**src/rtl/layer_compositor.sv**
```systemverilog
// Two-stage N-layer priority pixel compositor with colour-key transparency,
// border override, background fill and a frame-timed blinking hit-flash.
module layer_compositor #(
    parameter int unsigned          NUM_LAYERS   = 6,
    parameter int unsigned          PIXEL_W      = 24,
    parameter logic [PIXEL_W-1:0]   KEY_COLOR    = 24'h0,
    parameter logic [PIXEL_W-1:0]   BORDER_COLOR = 24'hFFFFFF,
    parameter logic [PIXEL_W-1:0]   FLASH_COLOR  = 24'hFF0000,
    parameter int unsigned          FLASH_FRAMES = 30,
    parameter int unsigned          BLINK_FRAMES = 4,
    localparam int unsigned         LID_W        = $clog2(NUM_LAYERS + 2)
) (
    input  logic                          clk_in,
    input  logic                          rst_n_in,
    input  logic [NUM_LAYERS*PIXEL_W-1:0] layers_in,
    input  logic [NUM_LAYERS-1:0]         layer_en_in,
    input  logic                          border_in,
    input  logic [PIXEL_W-1:0]            bg_color_in,
    input  logic                          active_in,
    input  logic                          hsync_in,
    input  logic                          vsync_in,
    input  logic                          new_frame_in,
    input  logic                          flash_start_in,
    input  logic [LID_W-1:0]              flash_layer_in,
    output logic [PIXEL_W-1:0]            pixel_out,
    output logic [LID_W-1:0]              layer_id_out,
    output logic                          active_out,
    output logic                          hsync_out,
    output logic                          vsync_out,
    output logic                          flashing_out
);

    localparam int unsigned FR_W = $clog2(FLASH_FRAMES + 1);
    localparam int unsigned BL_W = $clog2(BLINK_FRAMES + 1);

    typedef enum logic {StIdle, StFlash} state_e;

    // Stage 1 registers
    logic [NUM_LAYERS*PIXEL_W-1:0] s1_layers_q;
    logic [NUM_LAYERS-1:0]         s1_opaque_q, s1_opaque_d;
    logic                          s1_border_q;
    logic [PIXEL_W-1:0]            s1_bg_q;
    logic                          s1_active_q, s1_hsync_q, s1_vsync_q;

    // Stage 2 registers
    logic [PIXEL_W-1:0]            s2_pixel_q, s2_pixel_d;
    logic [LID_W-1:0]              s2_id_q, s2_id_d;
    logic                          s2_active_q, s2_hsync_q, s2_vsync_q;

    // Flash FSM registers
    state_e                        state_q, state_d;
    logic [FR_W-1:0]               frames_left_q, frames_left_d;
    logic [BL_W-1:0]               blink_q, blink_d;
    logic                          flash_on_q, flash_on_d;
    logic [LID_W-1:0]              flash_layer_q, flash_layer_d;

    logic                          win_any;
    logic [LID_W-1:0]              win_idx;
    logic [PIXEL_W-1:0]            win_pix;

    always_comb begin
        for (int i = 0; i < NUM_LAYERS; i++) begin
            s1_opaque_d[i] = layer_en_in[i] && (layers_in[i*PIXEL_W +: PIXEL_W] != KEY_COLOR);
        end
    end

    // Descending scan so the lowest opaque index is the last (winning) assignment.
    always_comb begin
        win_any = 1'b0;
        win_idx = '0;
        win_pix = '0;
        for (int i = NUM_LAYERS - 1; i >= 0; i--) begin
            if (s1_opaque_q[i]) begin
                win_any = 1'b1;
                win_idx = LID_W'(i);
                win_pix = s1_layers_q[i*PIXEL_W +: PIXEL_W];
            end
        end
    end

    always_comb begin
        s2_pixel_d = bg_color_zero();
        s2_id_d    = LID_W'(NUM_LAYERS + 1);
        if (!s1_active_q) begin
            s2_pixel_d = '0;
            s2_id_d    = LID_W'(NUM_LAYERS + 1);
        end else if (s1_border_q) begin
            s2_pixel_d = BORDER_COLOR;
            s2_id_d    = LID_W'(NUM_LAYERS);
        end else if (win_any) begin
            s2_pixel_d = (flash_on_q && (win_idx == flash_layer_q)) ? FLASH_COLOR : win_pix;
            s2_id_d    = win_idx;
        end else begin
            s2_pixel_d = s1_bg_q;
            s2_id_d    = LID_W'(NUM_LAYERS + 1);
        end
    end

    function automatic logic [PIXEL_W-1:0] bg_color_zero();
        return '0;
    endfunction

    // A start pulse pre-empts any frame pulse in the same cycle.
    always_comb begin
        state_d       = state_q;
        frames_left_d = frames_left_q;
        blink_d       = blink_q;
        flash_on_d    = flash_on_q;
        flash_layer_d = flash_layer_q;
        if (flash_start_in && (flash_layer_in < LID_W'(NUM_LAYERS))) begin
            state_d       = StFlash;
            frames_left_d = FR_W'(FLASH_FRAMES);
            blink_d       = '0;
            flash_on_d    = 1'b1;
            flash_layer_d = flash_layer_in;
        end else if ((state_q == StFlash) && new_frame_in) begin
            frames_left_d = frames_left_q - FR_W'(1);
            if (blink_q == BL_W'(BLINK_FRAMES - 1)) begin
                blink_d    = '0;
                flash_on_d = !flash_on_q;
            end else begin
                blink_d = blink_q + BL_W'(1);
            end
            if (frames_left_q == FR_W'(1)) begin
                state_d    = StIdle;
                flash_on_d = 1'b0;
            end
        end
    end

    always_ff @(posedge clk_in or negedge rst_n_in) begin
        if (!rst_n_in) begin
            s1_layers_q   <= '0;
            s1_opaque_q   <= '0;
            s1_border_q   <= 1'b0;
            s1_bg_q       <= '0;
            s1_active_q   <= 1'b0;
            s1_hsync_q    <= 1'b0;
            s1_vsync_q    <= 1'b0;
            s2_pixel_q    <= '0;
            s2_id_q       <= '0;
            s2_active_q   <= 1'b0;
            s2_hsync_q    <= 1'b0;
            s2_vsync_q    <= 1'b0;
            state_q       <= StIdle;
            frames_left_q <= '0;
            blink_q       <= '0;
            flash_on_q    <= 1'b0;
            flash_layer_q <= '0;
        end else begin
            s1_layers_q   <= layers_in;
            s1_opaque_q   <= s1_opaque_d;
            s1_border_q   <= border_in;
            s1_bg_q       <= bg_color_in;
            s1_active_q   <= active_in;
            s1_hsync_q    <= hsync_in;
            s1_vsync_q    <= vsync_in;
            s2_pixel_q    <= s2_pixel_d;
            s2_id_q       <= s2_id_d;
            s2_active_q   <= s1_active_q;
            s2_hsync_q    <= s1_hsync_q;
            s2_vsync_q    <= s1_vsync_q;
            state_q       <= state_d;
            frames_left_q <= frames_left_d;
            blink_q       <= blink_d;
            flash_on_q    <= flash_on_d;
            flash_layer_q <= flash_layer_d;
        end
    end

    assign pixel_out    = s2_pixel_q;
    assign layer_id_out = s2_id_q;
    assign active_out   = s2_active_q;
    assign hsync_out    = s2_hsync_q;
    assign vsync_out    = s2_vsync_q;
    assign flashing_out = (state_q == StFlash);

endmodule

```
**config.mk**
```make
export PLATFORM = sky130hd
export DESIGN_NAME = layer_compositor
export DESIGN_NICKNAME = d
export VERILOG_FILES = /design/src/rtl/layer_compositor.sv
export SDC_FILE = /design/constraint.sdc
export NUM_CORES = 1
export LEC_CHECK = 0
export CORE_MARGIN = 10
export CORE_UTILIZATION = 47
export CTS_CLUSTER_DIAMETER = 50
export CTS_CLUSTER_SIZE = 12
export DETAILED_ROUTE_END_ITERATION = 16
export GPL_ROUTABILITY_DRIVEN = 1
export HOLD_SLACK_MARGIN = 0.12
export PLACE_DENSITY = 0.85
export SKIP_LAST_GASP = 1
export SYNTH_ARGS = -nofsm -noshare
export SYNTH_HDL_FRONTEND = slang
export SYNTH_SLANG_ARGS = --single-unit
```
**constraint.sdc**
```tcl
create_clock -name clk_in -period 2.7 [get_ports clk_in]
set_input_delay 0.54 -clock clk_in [delete_from_list [all_inputs] [get_ports clk_in]]
set_output_delay 0.54 -clock clk_in [all_outputs]
set_load 0.01 [all_outputs]
```
==> flow_metrics.env, run 1 <==
export IMPL_routed_via_density=5.62
export IMPL_ys_seq_area_frac=0.730
export IMPL_fillCellCount=1077
export IMPL_wirelength_um=22800
export IMPL_yosysWarnings=0
export IMPL_syn_avg_cell_area_um2=13.8
export IMPL_ys_top_cells_by_area="dfrtp_1, a221oi_1, nor4_1"
export IMPL_worstPathArrival_ns=2.68
export IMPL_min_period_ns=2.32
export IMPL_fp_dieArea_mm2=0.0216
export IMPL_maxCapViolations=0
export IMPL_p_int_mw=5.74
export IMPL_fin_util=0.675
export IMPL_grt_overflow=0
export IMPL_cts_sinks=221
export IMPL_path_buf_inv=1
export IMPL_layout_worst_path_cycle_share=0.858
export IMPL_power_switching_mw=1.62
export IMPL_core_area_mm2=0.0158
export IMPL_path_delay_family="simple AND/OR/NAND/NOR gates"
export IMPL_synthesis_area_mm2=0.00758
export IMPL_power_density_mw_per_mm2=690
export IMPL_critPathCaptureType="flop"
export IMPL_dr_total_vias=5573
export IMPL_yosysUniqueCellTypes=40
export IMPL_grt_pass1_vias=6258
export IMPL_async_flop_share=1.00
export IMPL_final_area_mm2=0.0107
export IMPL_min_path_type="reg -> reg"
export IMPL_seq_power_share=0.489
export IMPL_switching_share=0.220
export IMPL_cts_tree="yes"
export IMPL_share_comb_of_total_power=0.114
export IMPL_drt_pass1_iter_count=5
export IMPL_post_cts_setup_buffer_count=0
export IMPL_nets=958
export IMPL_synth_edf_count=0
export IMPL_clock_path_buffers=3
export IMPL_htree_levels=1
export IMPL_start_kind="flop"
export IMPL_fmax_ghz=0.432
export IMPL_hpwl_um=17400
export IMPL_yosys_area_top_type="dfrtp_1"
export IMPL_max_slew_margin=0.431
export IMPL_yosysMostFrequentCell="dfrtp_1"
export IMPL_finClkSkew_ns=0.0108
export IMPL_synth_commonest_cells="dfrtp_1, nor4_1, nor3_1"
export IMPL_drt_iter0_markers=311
export IMPL_path_class="reg -> reg"
export IMPL_port_buffers=215
export IMPL_synth_ff_type="dfrtp_1"
export IMPL_netlist_instances=549
export IMPL_numCtsBuffers=23
export IMPL_rsz0062_at_grt="no"
export IMPL_wl_per_cell_um=23.0
export IMPL_synth_seq_cells=221
export IMPL_finalSetupTns_ns=0
export IMPL_grt_max_degree=78
export IMPL_synth_top_cell_area_share=0.730
export IMPL_drv_slew=0
export IMPL_grt_pass1_wl_um=35400
export IMPL_finalSetupViolations=0
export IMPL_antenna_found_initial=1
export IMPL_syn_nets=737
export IMPL_path_cells="buf_4 > nand2b_1 > o311a_1 > xor2_1 > or4b_1 > a311oi_1"
export IMPL_boundaryPins=216
export IMPL_row_count=46
export IMPL_worst_pin_slew_ns=0.852
export IMPL_clk_pin_slew_ns=0.06
export IMPL_clk_latency_ns=0.49
export IMPL_crit_slowest_cell="or4b_1"
export IMPL_gp_congestion=0.898
export IMPL_crit_required_ns=3.07
export IMPL_leakage_nw=4.30
export IMPL_hold_violations=0
export IMPL_cp_slowest_stage_delay_ns=0.70
export IMPL_die_y_um=147
export IMPL_clockRootBuffer="clkbuf_16"
export IMPL_outcome="completed"
export IMPL_drive_gt1_frac=0.0594
export IMPL_drc=0
export IMPL_place_area_mm2=0.00997
export IMPL_drtAntennaViolNets=0
export IMPL_area_growth_pct=41.0
export IMPL_fp_dieW_um=147
export IMPL_ir_drop_mv=0.441
export IMPL_worstPathMaxFanout=35
export IMPL_grt_util_all_layers=0.207
export IMPL_start_util=0.479
export IMPL_power_frac_clock=0.398
==> sequential cells by signal, indices dropped and copies added (netlist names) <==
register / cells
active_out: 1
blink_q: 3
flash_layer_q: 3
flash_on_q: 1
flashing_out: 1
frames_left_q: 5
hsync_out: 1
layer_id_out: 3
pixel_out: 24
s1_active_q: 1
s1_bg_q: 24
s1_border_q: 1
s1_hsync_q: 1
s1_layers_q: 144
s1_opaque_q: 6
s1_vsync_q: 1
vsync_out: 1
==> cells by family (layout without fill, tap and decap cells) <==
| family | after synthesis | count (layout) | synth area share |
|---|---|---|---|
| AOI/OAI and AO/OA | 130 | 130 | 0.128 |
| xor gates and xnor gates | 6 | 6 | 0.00694 |
| adders and majority gates | 3 | 3 | 0.00495 |
| buffers and inverters | 38 | 263 | 0.0231 |
| DFF | 221 | 221 | 0.730 |
| other | 0 | 1 | 0 |
| and+or+nand+nor | 151 | 151 | 0.107 |
==> power by group through the flow <==
stage	combinational, mW	clock, mW	sequential, mW
after floorplan	0.253	0	3.65
after global placement	0.800	0	3.64
after detailed placement	0.833	0	3.65
after CTS	0.844	2.99	3.60
after global routing	0.906	3.12	3.61
final	0.839	2.93	3.60
==> final cells by class <==
cell class	count	area, um2	share of cell area
tap	216	270	0.0253
inverter	5	18.8	0.00176
antenna	1	2.50	0.000234
timing repair buffer	229	2290	0.214
sequential	221	5530	0.518
multi-input combinational	290	1880	0.176
clock inverter	3	67.6	0.00633
clock buffer	26	617	0.0578
==> final timing paths <==
path | to | slack, ns | start | cells after the start
max in group asynchronous | s1_bg_q[0] | 1.28 | rst_n_in | 3
max | pixel_out[20] | 0.38 | s1_opaque_q[2] | 6
min in group asynchronous | s1_layers_q[118] | 0.60 | rst_n_in | 2
min | hsync_out | 0.35 | s1_hsync_q | 0
max reg2reg | pixel_out[20] | 0.38 | s1_opaque_q[2] | 6
min reg2reg | hsync_out | 0.35 | s1_hsync_q | 0
==> layer usage <==
metal  track usage  wire length [um]  vias up  part of all wire
li1              -                 -     2501                 -
met3        0.0577              1740       30             0.076
met1         0.268              9430     2786              0.41
met4        0.0570               453        0             0.020
met2         0.335             11100      256              0.49
met5             0                 0        -                 0
==> repair_timing <==
item	4_1_cts	5_1_grt
hold endpoints to repair	71	0
endpoints found under the setup margin	1	0
gates resized for setup	1	0
hold buffers	1	0
==> placed cells by master (no fill, tap or decap), types with 3 or more instances in the layout <==
master           count
nand3_1              3
nand4_1              6
ha_1                 3
clkbuf_16           23
and3_1               3
a221oi_1            31
a211oi_1            17
o21ai_0              3
clkdlybuf4s50_1    214
or2_1                3
nor2_1              10
a311oi_1             8
o32ai_1             16
buf_4               11
o21a_1               6
o22ai_1             24
nor4_1              37
a21oi_1             18
inv_1                4
dfrtp_1            221
nor3_1              35
nor2b_1             18
xnor2_1              4
clkbuf_8             3
nand2_1             28
==> metrics by stage <==
step | hold WS (ns) | cells | power, mW | setup slack, ns
floorplan | 0.244 | 549 | 3.90 | 0.582
global placement | 0.334 | 960 | 4.44 | 0.256
detailed placement | 0.338 | 960 | 4.49 | 0.0546
CTS | 0.357 | 990 | 7.43 | 0.368
global route | 0.358 | 990 | 7.64 | 0.211
finish | 0.355 | 991 | 7.37 | 0.384
Note: power is estimated with default switching activity, not from simulation.
==> run 2, diff against run 1 <==
- HOLD_SLACK_MARGIN: 0.12 -> unset
==> flow_metrics.env, run 2 (synthesis results as in run 1) <==
export IMPL_drt_iter0_markers=317
export IMPL_path_class="reg -> reg"
export IMPL_clockRootBuffer="clkbuf_16"
export IMPL_grt_pass1_wl_um=35300
export IMPL_row_count=46
export IMPL_numCtsBuffers=23
export IMPL_rrSetupSlack_ns=0.38
export IMPL_fillCellCount=1078
export IMPL_hpwl_um=17400
export IMPL_worst_pin_slew_ns=0.853
export IMPL_core_area_mm2=0.0158
export IMPL_boundaryPins=216
export IMPL_area_growth_pct=40.8
export IMPL_clk_latency_ns=0.49
export IMPL_path_buf_inv=1
export IMPL_layout_worst_path_cycle_share=0.858
export IMPL_crit_slowest_cell="or4b_1"
export IMPL_finalSetupViolations=0
export IMPL_rsz0062_at_grt="no"
export IMPL_worstPathMaxFanout=35
export IMPL_die_y_um=147
export IMPL_power_density_mw_per_mm2=690
export IMPL_fp_dieW_um=147
export IMPL_fmax_ghz=0.432
export IMPL_finClkSkew_ns=0.0120
export IMPL_worst_slack_ns=0.383
export IMPL_cts_sinks=221
export IMPL_largest_register_ffs=144
export IMPL_dr_total_vias=5576
export IMPL_htree_levels=1
export IMPL_gp_congestion=0.898
export IMPL_path_delay_family="simple AND/OR/NAND/NOR gates"
export IMPL_cts_tree="yes"
export IMPL_seq_area_mm2=0.00553
export IMPL_antenna_found_initial=1
export IMPL_grt_pass1_vias=6255
export IMPL_finalSetupTns_ns=0
export IMPL_min_period_ns=2.32
export IMPL_leakage_nw=4.29
export IMPL_grt_max_degree=78
export IMPL_grt_util_all_layers=0.207
export IMPL_path_cells="buf_4 > nand2b_1 > o311a_1 > xor2_1 > or4b_1 > a311oi_1"
export IMPL_max_flop_register="s1_layers_q"
export IMPL_maxCapViolations=0
export IMPL_pre_cts_slack_ns=0.0546
export IMPL_max_slew_margin=0.431
export IMPL_layout_common_cells="dfrtp_1, clkdlybuf4s50_1, nor4_1"
export IMPL_crit_required_ns=3.07
export IMPL_start_kind="flop"
export IMPL_outcome="completed"
export IMPL_ir_drop_mv=0.440
export IMPL_wl_per_cell_um=23.0
export IMPL_clk_pin_slew_ns=0.06
export IMPL_drc=0
export IMPL_drive_gt1_frac=0.0595
export IMPL_critPathCaptureType="flop"
export IMPL_drtAntennaViolNets=0
export IMPL_cp_slowest_stage_delay_ns=0.70
export IMPL_cts_hold_buf=0
export IMPL_power_mw=7.37
export IMPL_fp_dieArea_mm2=0.0216
export IMPL_nets=957
export IMPL_grt_overflow=0
export IMPL_final_common_cell="dfrtp_1"
export IMPL_clock_path_buffers=3
export IMPL_drv_slew=0
export IMPL_drt_pass1_iter_count=4
export IMPL_multi_input_area_mm2=0.00188
export IMPL_hold_violations=0
export IMPL_worstPathArrival_ns=2.69
export IMPL_start_util=0.479
export IMPL_routed_via_density=5.63
export IMPL_min_path_type="in -> async"
export IMPL_port_buffers=215
export IMPL_wirelength_um=22800
## run 2: cell count changes in the layout (fill, tap and decap cells not counted), sizes merged
cell         previous run  this run
dlygate4sd3             1         0
## run 2: layout make-up
type | instances | share of cell area
multi-input cells | 290 | 0.177
well taps | 216 | 0.0253
clock inverters | 3 | 0.00633
repair buffers | 228 | 0.214
clock buffers | 26 | 0.0578
flip-flops and latches | 221 | 0.518
inverters | 5 | 0.00176
diodes | 1 | 0.000235
## run 2: path summary, 6_finish.rpt
path	from	end	depth (start not counted)
worst min register to register	s1_hsync_q	hsync_out	0
max in group asynchronous	rst_n_in	s1_bg_q[0]	2
worst max register to register	s1_opaque_q[2]	pixel_out[20]	6
min in group clk_in	s1_hsync_q	hsync_out	0
worst min-delay path	rst_n_in	s1_hsync_q	1
worst max-delay path	s1_opaque_q[2]	pixel_out[20]	6
## run 2: worst register-to-register path: stages, from the launching register on
cell,delay (ns)
dfrtp_1,0.34
buf_4,0.34
nand2b_1,0.13
o311a_1,0.17
xor2_1,0.19
or4b_1,0.70
a311oi_1,0.32
## run 2: where the power goes
group / leakage (nW) / total, mW / internal [mW] / switching, mW
combinational: 1.38 / 0.838 / 0.446 / 0.392
sequential: 2.58 / 3.60 / 3.51 / 0.0868
clock: 0.333 / 2.93 / 1.78 / 1.14
## run 2: metrics by stage
| stage | std cells | hold WS, ns | cell area (um2) | utilization |
|---|---|---|---|---|
| after CTS | 989 | 0.0339 | 10700 | 0.674 |
| final | 990 | 0.0151 | 10700 | 0.674 |
| after detailed placement | 960 | 0.338 | 9970 | 0.630 |
| after global routing | 989 | 0.0464 | 10700 | 0.674 |
| after global placement | 960 | 0.334 | 9970 | 0.630 |
| after floorplan | 549 | 0.244 | 7580 | - |
## run 2: routing by layer
| metal | up-vias | part of all wire | GRT usage |
|---|---|---|---|
| met5 | - | 0 | 0 |
| met4 | 0 | 0.022 | 0.0570 |
| met3 | 32 | 0.073 | 0.0577 |
| met2 | 246 | 0.48 | 0.335 |
| met1 | 2796 | 0.42 | 0.268 |
| li1 | 2502 | - | - |
## run 2: what timing repair did
action                     CTS  global route
setup endpoints to repair    1             0
setup buffers                0             0
gates resized for setup      1             0
==> run 3, diff against run 2 <==
- CORE_UTILIZATION: 47 -> 43
- PLACE_DENSITY: 0.85 -> 0.82
- clock period: 2.7 -> 2 ns (I/O delays scaled with it)
==> flow_metrics.env, run 3 (synthesis results as in run 1) <==
export IMPL_worst_slack_ns=-0.00910
export IMPL_maxCapViolations=0
export IMPL_grt_util_all_layers=0.193
export IMPL_min_period_ns=2.01
export IMPL_clockRootBuffer="clkbuf_16"
export IMPL_finClkSkew_ns=0.00788
export IMPL_place_area_mm2=0.0102
export IMPL_power_density_mw_per_mm2=953
export IMPL_fmax_ghz=0.498
export IMPL_rsz0062_at_grt="yes"
export IMPL_outcome="complete, but fails checks"
export IMPL_clk_pin_slew_ns=0.06
export IMPL_cts_sinks=221
export IMPL_fillCellCount=1340
export IMPL_die_y_um=153
export IMPL_leakage_nw=4.56
export IMPL_numCtsBuffers=25
export IMPL_wl_met2_um=11000
export IMPL_drc=0
export IMPL_wl_met1_um=9700
export IMPL_dr_max_layer_used="met5"
export IMPL_worstPathArrival_ns=2.42
export IMPL_ir_drop_mv=0.660
export IMPL_grt_max_degree=70
export IMPL_antenna_found_initial=2
export IMPL_max_slew_margin=0.636
export IMPL_critPathCaptureType="flop"
export IMPL_final_common_cell="dfrtp_1"
export IMPL_routed_via_density=5.44
export IMPL_drt_iter0_markers=267
export IMPL_cts_tree="yes"
export IMPL_grt_pass1_vias=6167
export IMPL_path_class="reg -> reg"
export IMPL_crit_required_ns=2.41
export IMPL_drt_pass1_iter_count=4
export IMPL_min_path_type="in -> async"
export IMPL_start_kind="flop"
export IMPL_port_buffers=215
export IMPL_hold_violations=0
export IMPL_area_growth_pct=48.4
export IMPL_fp_dieArea_mm2=0.0233
export IMPL_violations="negative setup slack"
export IMPL_dr_total_vias=5620
export IMPL_finalSetupViolations=1
export IMPL_drive_gt1_frac=0.138
export IMPL_finalSetupTns_ns=-0.00910
export IMPL_drv_slew=0
export IMPL_htree_levels=1
export IMPL_drtAntennaViolNets=0
export IMPL_wirelength_um=23000
export IMPL_core_area_mm2=0.0173
export IMPL_layout_common_cells="dfrtp_1, clkdlybuf4s50_1, nor4_1"
export IMPL_clk_latency_ns=0.51
export IMPL_max_flop_register="s1_layers_q"
export IMPL_worstPathMaxFanout=8
export IMPL_gp_congestion=0.855
export IMPL_clock_path_buffers=3
export IMPL_wl_per_cell_um=22.2
export IMPL_row_count=48
export IMPL_layout_worst_path_cycle_share=1.00
export IMPL_nets=984
export IMPL_grt_pass1_wl_um=35700
export IMPL_boundaryPins=216
export IMPL_worst_pin_slew_ns=0.538
export IMPL_fp_dieW_um=153
export IMPL_grt_overflow=0
export IMPL_largest_register_ffs=144
export IMPL_met3WireLength_um=1610
export IMPL_start_util=0.438
export IMPL_hpwl_um=17300
export IMPL_final_area_mm2=0.0112
run 3: changes by cell type in the layout (fill, tap and decap cells not counted), sizes merged:
| cell | previous run | this run |
|---|---|---|
| buf | 14 | 38 |
| clkbuf | 26 | 30 |
| bufinv | 2 | 4 |
| inv | 4 | 6 |
| clkinv | 1 | 2 |
| dlygate4sd3 | 0 | 1 |
run 3: report_power, final:
| part | internal [mW] | total, mW | switching [mW] |
|---|---|---|---|
| clock | 2.93 | 4.64 | 1.72 |
| sequential | 4.74 | 4.86 | 0.115 |
| combinational | 0.667 | 1.22 | 0.550 |
| total | 8.33 | 10.7 | 2.38 |
run 3: metrics by stage:
stage	cells	hold WS (ns)	power, mW	setup WS [ns]	utilization
5_1_grt	1033	0.311	11.1	-0.0641	0.650
4_1_cts	1030	0.311	10.8	-0.0127	0.645
6_report	1033	0.328	10.7	-0.00910	0.650
3_5_place_dp	991	0.273	6.10	-0.183	0.590
3_3_place_gp	991	0.272	6.07	-0.0433	0.590
2_1_floorplan	549	0.104	5.28	-0.0644	-
run 3: final timing paths:
check                               startpoint         endpoint  slack [ns]  depth (start not counted)
max in group asynchronous             rst_n_in  s1_layers_q[76]        1.05                          3
worst min-delay path                  rst_n_in  s1_layers_q[70]        0.33                          2
worst min register to register      s1_hsync_q        hsync_out        0.35                          0
worst max register to register  s1_opaque_q[2]    pixel_out[18]      -0.009                          5
min in group clk_in                   hsync_in       s1_hsync_q        0.33                          1
worst max-delay path            s1_opaque_q[2]    pixel_out[18]      -0.009                          5
run 3: per-layer routing:
metal / vias up / global-route usage
li1: 2571 / -
met5: - / 0
met4: 2 / 0.0631
met2: 225 / 0.311
met3: 43 / 0.0511
met1: 2779 / 0.248
run 3: cell type report:
type / instances / area (um2) / area share
Clock inverter: 8 / 154 / 0.0137
Timing Repair Buffer: 253 / 2510 / 0.224
Tap cell: 225 / 282 / 0.0250
Multi-Input combinational cell: 290 / 2060 / 0.183
Inverter: 5 / 18.8 / 0.00167
Clock buffer: 30 / 684 / 0.0609
Antenna cell: 1 / 2.50 / 0.000223
Sequential cell: 221 / 5530 / 0.492
run 3: worst max-delay path, stage by stage (launching register included):
cell and delay (ns):
dfrtp_1 0.40, or2_4 0.28, or2_4 0.24, o21ai_2 0.12, or4b_4 0.57, a311oi_2 0.30
run 3: timing repair:
action                                  in CTS  in global routing
resized for setup                           16                 18
endpoints found under the setup margin      14                 25
setup buffers                                0                  2
hold endpoints to repair                    26                  0
pin swaps                                    1                  2
hold buffers                                 1                  0
